## src/rtl/cart_mem_sequencer.sv

```systemverilog
// Converts one mapper-qualified MSX cartridge access into a single req/ack memory transaction,
// stalling the Z80 with wait_n until data returns and driving read data until the strobe ends.
module cart_mem_sequencer #(
    parameter int         SYNC_STAGES = 2,
    parameter int         TIMEOUT     = 63,
    parameter logic [7:0] ABORT_DATA  = 8'hFF
) (
    input  logic        clk,
    input  logic        reset_n,
    input  logic        cart_ena,
    input  logic        ram_ena,
    input  logic        rd_n,
    input  logic        wr_n,
    input  logic [22:0] mem_addr_in,
    input  logic [7:0]  cdin,
    output logic [7:0]  cdout,
    output logic        cdout_oe,
    output logic        wait_n,
    output logic        mem_req,
    output logic        mem_we,
    output logic [22:0] mem_addr,
    output logic [7:0]  mem_wdata,
    input  logic [7:0]  mem_rdata,
    input  logic        mem_ack,
    output logic        timeout_err
);

    typedef enum logic [1:0] {
        IDLE,
        REQ,
        WAIT_ACK,
        HOLD
    } state_t;

    state_t state, state_next;

    logic [SYNC_STAGES-1:0] rd_sync, wr_sync;
    logic                   rd_s, wr_s;
    logic                   strobe_q;
    logic                   bus_idle;
    logic                   start;
    logic                   is_read;
    logic                   go;
    logic                   in_flight;
    logic                   abort;
    logic [7:0]             tmo_cnt;

    // Strobes come straight off the asynchronous MSX bus; idle level is high.
    always_ff @(posedge clk or negedge reset_n) begin
        if (!reset_n) begin
            rd_sync  <= '1;
            wr_sync  <= '1;
            strobe_q <= 1'b1;
        end else begin
            rd_sync  <= {rd_sync[SYNC_STAGES-2:0], rd_n};
            wr_sync  <= {wr_sync[SYNC_STAGES-2:0], wr_n};
            strobe_q <= bus_idle;
        end
    end

    assign rd_s      = rd_sync[SYNC_STAGES-1];
    assign wr_s      = wr_sync[SYNC_STAGES-1];
    assign bus_idle  = rd_s & wr_s;
    assign start     = cart_ena & strobe_q & ~bus_idle;
    // A cycle with both strobes low is resolved as a read.
    assign is_read   = ~rd_s;
    assign go        = (state == IDLE) & start & (is_read | ram_ena);
    assign in_flight = (state == REQ) | (state == WAIT_ACK);
    assign abort     = (state == WAIT_ACK) & ~mem_ack & (tmo_cnt == 8'(TIMEOUT - 1));

    always_ff @(posedge clk or negedge reset_n) begin
        if (!reset_n) begin
            state <= IDLE;
        end else begin
            state <= state_next;
        end
    end

    always_comb begin
        state_next = state;
        case (state)
            IDLE:     if (go) state_next = REQ;
            REQ:      state_next = mem_ack ? HOLD : WAIT_ACK;
            WAIT_ACK: if (mem_ack || abort) state_next = HOLD;
            HOLD:     if (bus_idle) state_next = IDLE;
            default:  state_next = IDLE;
        endcase
    end

    // Transaction registers; a late ack outside REQ/WAIT_ACK falls through untouched.
    always_ff @(posedge clk or negedge reset_n) begin
        if (!reset_n) begin
            cdout       <= 8'h00;
            cdout_oe    <= 1'b0;
            wait_n      <= 1'b1;
            mem_req     <= 1'b0;
            mem_we      <= 1'b0;
            mem_addr    <= '0;
            mem_wdata   <= 8'h00;
            timeout_err <= 1'b0;
            tmo_cnt     <= 8'd0;
        end else begin
            if (go) begin
                mem_addr  <= mem_addr_in;
                mem_we    <= ~is_read;
                mem_wdata <= cdin;
                wait_n    <= 1'b0;
                mem_req   <= 1'b1;
                tmo_cnt   <= 8'd0;
            end else if (in_flight && mem_ack) begin
                mem_req <= 1'b0;
                wait_n  <= 1'b1;
                if (!mem_we) begin
                    cdout    <= mem_rdata;
                    cdout_oe <= 1'b1;
                end
            end else if (abort) begin
                mem_req     <= 1'b0;
                wait_n      <= 1'b1;
                timeout_err <= 1'b1;
                if (!mem_we) begin
                    cdout    <= ABORT_DATA;
                    cdout_oe <= 1'b1;
                end
            end else if (state == WAIT_ACK) begin
                tmo_cnt <= tmo_cnt + 8'd1;
            end else if (state == HOLD && bus_idle) begin
                cdout_oe <= 1'b0;
            end
        end
    end

endmodule

```

## config.mk

```make
export PLATFORM = sky130hd
export DESIGN_NAME = cart_mem_sequencer
export DESIGN_NICKNAME = d
export VERILOG_FILES = /design/src/rtl/cart_mem_sequencer.sv
export SDC_FILE = /design/constraint.sdc
export NUM_CORES = 1
export LEC_CHECK = 0
export CORE_MARGIN = 2
export CORE_UTILIZATION = 46
export CTS_BUF_LIST = sky130_fd_sc_hd__clkbuf_4
export DETAILED_ROUTE_END_ITERATION = 7
export GPL_TIMING_DRIVEN = 0
export PLACE_DENSITY = 0.82
export RECOVER_POWER = 50
export REMOVE_ABC_BUFFERS = 1
export SYNTH_ARGS = -nofsm -noshare
export SYNTH_HDL_FRONTEND = slang
export SYNTH_SLANG_ARGS = --single-unit
```

## constraint.sdc

```tcl
create_clock -name clk -period 2.6 [get_ports clk]
set_clock_uncertainty 0.05 [all_clocks]
set_input_delay 0.52 -clock clk [delete_from_list [all_inputs] [get_ports clk]]
set_output_delay 0.52 -clock clk [all_outputs]
set_load 0.05 [all_outputs]
```

==> out/results.tsv <==
stage	metric	value	unit
finish	fin_area	3550	sq um
cts	cts_buffer_depth	2	
pwr	p_leak	1.69	nW
worst_setup_path	worst_r2r_startpoint	state[0]	
min_path	worstHoldPathType	reg -> reg	
pwr	p_per_area	1310	nW/um^2
floorplanning	die_area	5990	sq um
synthesis	synth_top_family_by_area	simple AND/OR/NAND/NOR gates	
global_routing	track_usage	0.207	
routing	via_per_inst	4.93	
synthesis	yosys_register_bits	59	
synthesis	avgSynthCellArea	10.3	sq um
routing	dr_total_vias	2011	
global_routing	grt_pass1_vias	2086	
routing	ant_nets	0	
cts	clk_pin_slew	100	ps
global_routing	gr-total-overflow	0	
worst_setup_path	critPathKind	reg -> out	
worst_setup_path	path_cells	clkdlybuf4s50_1	
pwr	vdd_drop_max	0.878	mV
cts	clkSinkCount	59	
routing	route.detailed.drc	0	
min_path	min_path_cells	0	
timing	maxSlewViolCount	34	
floorplanning	rows	26	
floorplanning	die_x	77.4	um
global_routing	grt_max_degree	37	
placement	dp_hpwl	4.11	mm
worst_setup_path	arrival	1770	ps
finish	n_fill_cell	428	
floorplanning	core	5140	sq um
worst_setup_path	rrSetupSlack	330	ps
routing	first_iter_violations	134	
worst_setup_path	r2r_end	tmo_cnt[6]	
worst_setup_path	critPathRequiredTime	2030	ps
placement	dp_slack	132	ps
synthesis	synth-xor-area-share	0.00707	
worst_setup_path	worst-path-buf-inv	1	
timing	fin_ws	258	ps
worst_setup_path	critical-path-top-delay-family	buffers and inverters	
routing	drtPass1Iterations	4	
global_routing	grt_pass1_wl	9.62	mm
timing	max_freq	427	MHz
synthesis	synth_compound_area_frac	0.112	
routing	wl_per_cell	14.0	um
floorplanning	start_util	0.482	
synthesis	synthSimpleGateAreaFrac	0.213	
timing	fin_crit_sh	0.901	
synthesis	yosysWarnings	0	
cts	cts_made_buffers	9	
worst_setup_path	path_depth	1	
cts	postCtsHoldBufs	0	
worst_setup_path	cp-end-kind	output pin	
timing	post-route-min-period	2340	ps
timing	tns	0	ps
cts	cts_setup_buffers	0	
timing	setup_viol_count_final	0	
cts	cts_resized	0	
timing	worst_slew_pin_slew	1700	ps
worst_setup_path	critPathLaunchType	register	
cts	clk_latency	410	ps
min_path	hold_end	rd_sync[1]	
timing	rsz0062_at_grt	no	
timing	final_hold_viol_count	0	
synthesis	synth_cell_types	40	
worst_setup_path	path_max_fanout	2	
status	status	finished, violations left	
placement	io_buffers	89	
timing	relSlewSlack	-0.134	
finish	utilization	0.691	
finish	ff_latch_area	1480	sq um
finish	fin_nets	385	
finish	multiInputGateArea	907	sq um
synthesis	ys_seq_area_frac	0.599	
synthesis	synth_mux_area_frac	0.00859	
routing	wl	5.70	mm
worst_setup_path	slowest_delay	820	ps
cts	cts_tree	built	
global_routing	antenna_found_initial	0	
job	max_cap_violations	1	
floorplanning	dieHeight	77.4	um
worst_setup_path	cpMaxStageDelayCell	clkdlybuf4s50_1	
synthesis	synthAdderAreaFrac	0.0303	
finish	diodes	0	
floorplanning	pin_count	90	
placement	place_congestion	0.766	
finish	layout-drive-gt1-share	0.0888	
status	violations	capacitance limit, slew limit	
min_path	hold_start	rd_sync[0]	
worst_setup_path	reg2reg_depth	6	
finish	syn2layout_area_growth	43.5	%
cts	cts_root_buffer	clkbuf_4	
cts	htreeDepth	3	
synthesis	synthCells	241	
placement	placed_area	3460	sq um
synthesis	syn_area	2480	sq um
## Yosys cell counts (all sizes together)
cell / n / area share
dfstp: 6 / 0.064
a32oi: 1 / 0.0035
buf: 3 / 0.0086
nor4: 1 / 0.0025
xnor2: 2 / 0.0071
dfrtp: 53 / 0.54
a21boi: 3 / 0.0091
and2: 1 / 0.0025
a21o: 3 / 0.0091
mux2i: 1 / 0.0040
o22a: 9 / 0.033
or3: 2 / 0.0051
ha: 6 / 0.030
a311oi: 1 / 0.0035
nand2: 101 / 0.15
mux2: 1 / 0.0045
a41oi: 1 / 0.0035
o311ai: 1 / 0.0066
nor3: 2 / 0.0086
clkbuf: 7 / 0.011
or4: 3 / 0.0091
or3b: 1 / 0.0035
a21oi: 5 / 0.010
nand4: 1 / 0.0051
o2bb2a: 1 / 0.0040
o211ai: 1 / 0.0030
nand2b: 3 / 0.0076
nand4b: 1 / 0.0035
o21bai: 1 / 0.0030
inv: 7 / 0.011
o31ai: 3 / 0.015
o31a: 1 / 0.0071
nand3: 3 / 0.0061
o21ai: 1 / 0.0020
nor2: 4 / 0.0061
## per-stage QoR
stage	total power, mW	std cells	hold WS, ps
finish	4.66	408	316
global route	4.92	408	320
CTS	4.75	408	120
detailed placement	4.11	392	297
global placement	4.04	390	296
floorplan	3.21	231	174
## per-layer routing
metal | global-route usage | up-vias | wire [um]
li1 | - | 981 | -
met1 | 0.240 | 961 | 2260
met2 | 0.340 | 53 | 2910
met3 | 0.0581 | 16 | 366
met4 | 0.129 | 0 | 159
met5 | 0 | - | 0
## worst max-delay path by stage
| stage | start | end |
|---|---|---|
| finish | wait_n | wait_n |
| global route | reset_n | mem_req |
| CTS | wait_n | wait_n |
| detailed placement | cart_ena | tmo_cnt[7] |
| global placement | cart_ena | cdout[0] |
| floorplan | state[0] | cdout[0] |
## kinds of logic after synthesis
family / Yosys count
simple gates: 123
compound gates: 32
buf+inv: 17
xor+xnor: 2
fa+ha+maj: 6
flops: 59
mux: 2
## where the power goes
part / internal [mW] / switching, mW
logic: 0.872 / 1.64
registers: 1.28 / 0.230
clock network: 0.296 / 0.334
total: 2.45 / 2.21
## sequential cells by signal, indices dropped and copies added (netlist names), 2 cells and up
register / cells
mem_addr: 23
rd_sync: 2
mem_wdata: 8
tmo_cnt: 8
wr_sync: 2
cdout: 8
state: 2
## placed cells by master (no fill, tap or decap), types with 2 or more instances in the layout
cell type,instances
a21boi_0,3
a21o_1,3
a21oi_1,4
clkbuf_4,10
clkdlybuf4s50_1,79
clkinv_2,3
dfrtp_1,53
dfstp_2,5
dlygate4sd3_1,9
ha_1,6
inv_1,7
nand2_1,101
nand2b_1,3
nand3_1,3
nor2_1,4
o22a_1,7
o22a_2,2
o31ai_1,2
or3_1,2
or4_1,3
xnor2_1,2
## area by class of cell
class,count,share of cell area
Tap cell,70,0.0246
Inverter,7,0.00739
Sequential cell,59,0.418
Clock inverter,6,0.0158
Clock buffer,10,0.0211
Timing Repair Buffer,91,0.258
Multi-Input combinational cell,165,0.255
No activity file was read; power rests on OpenSTA's default activity.
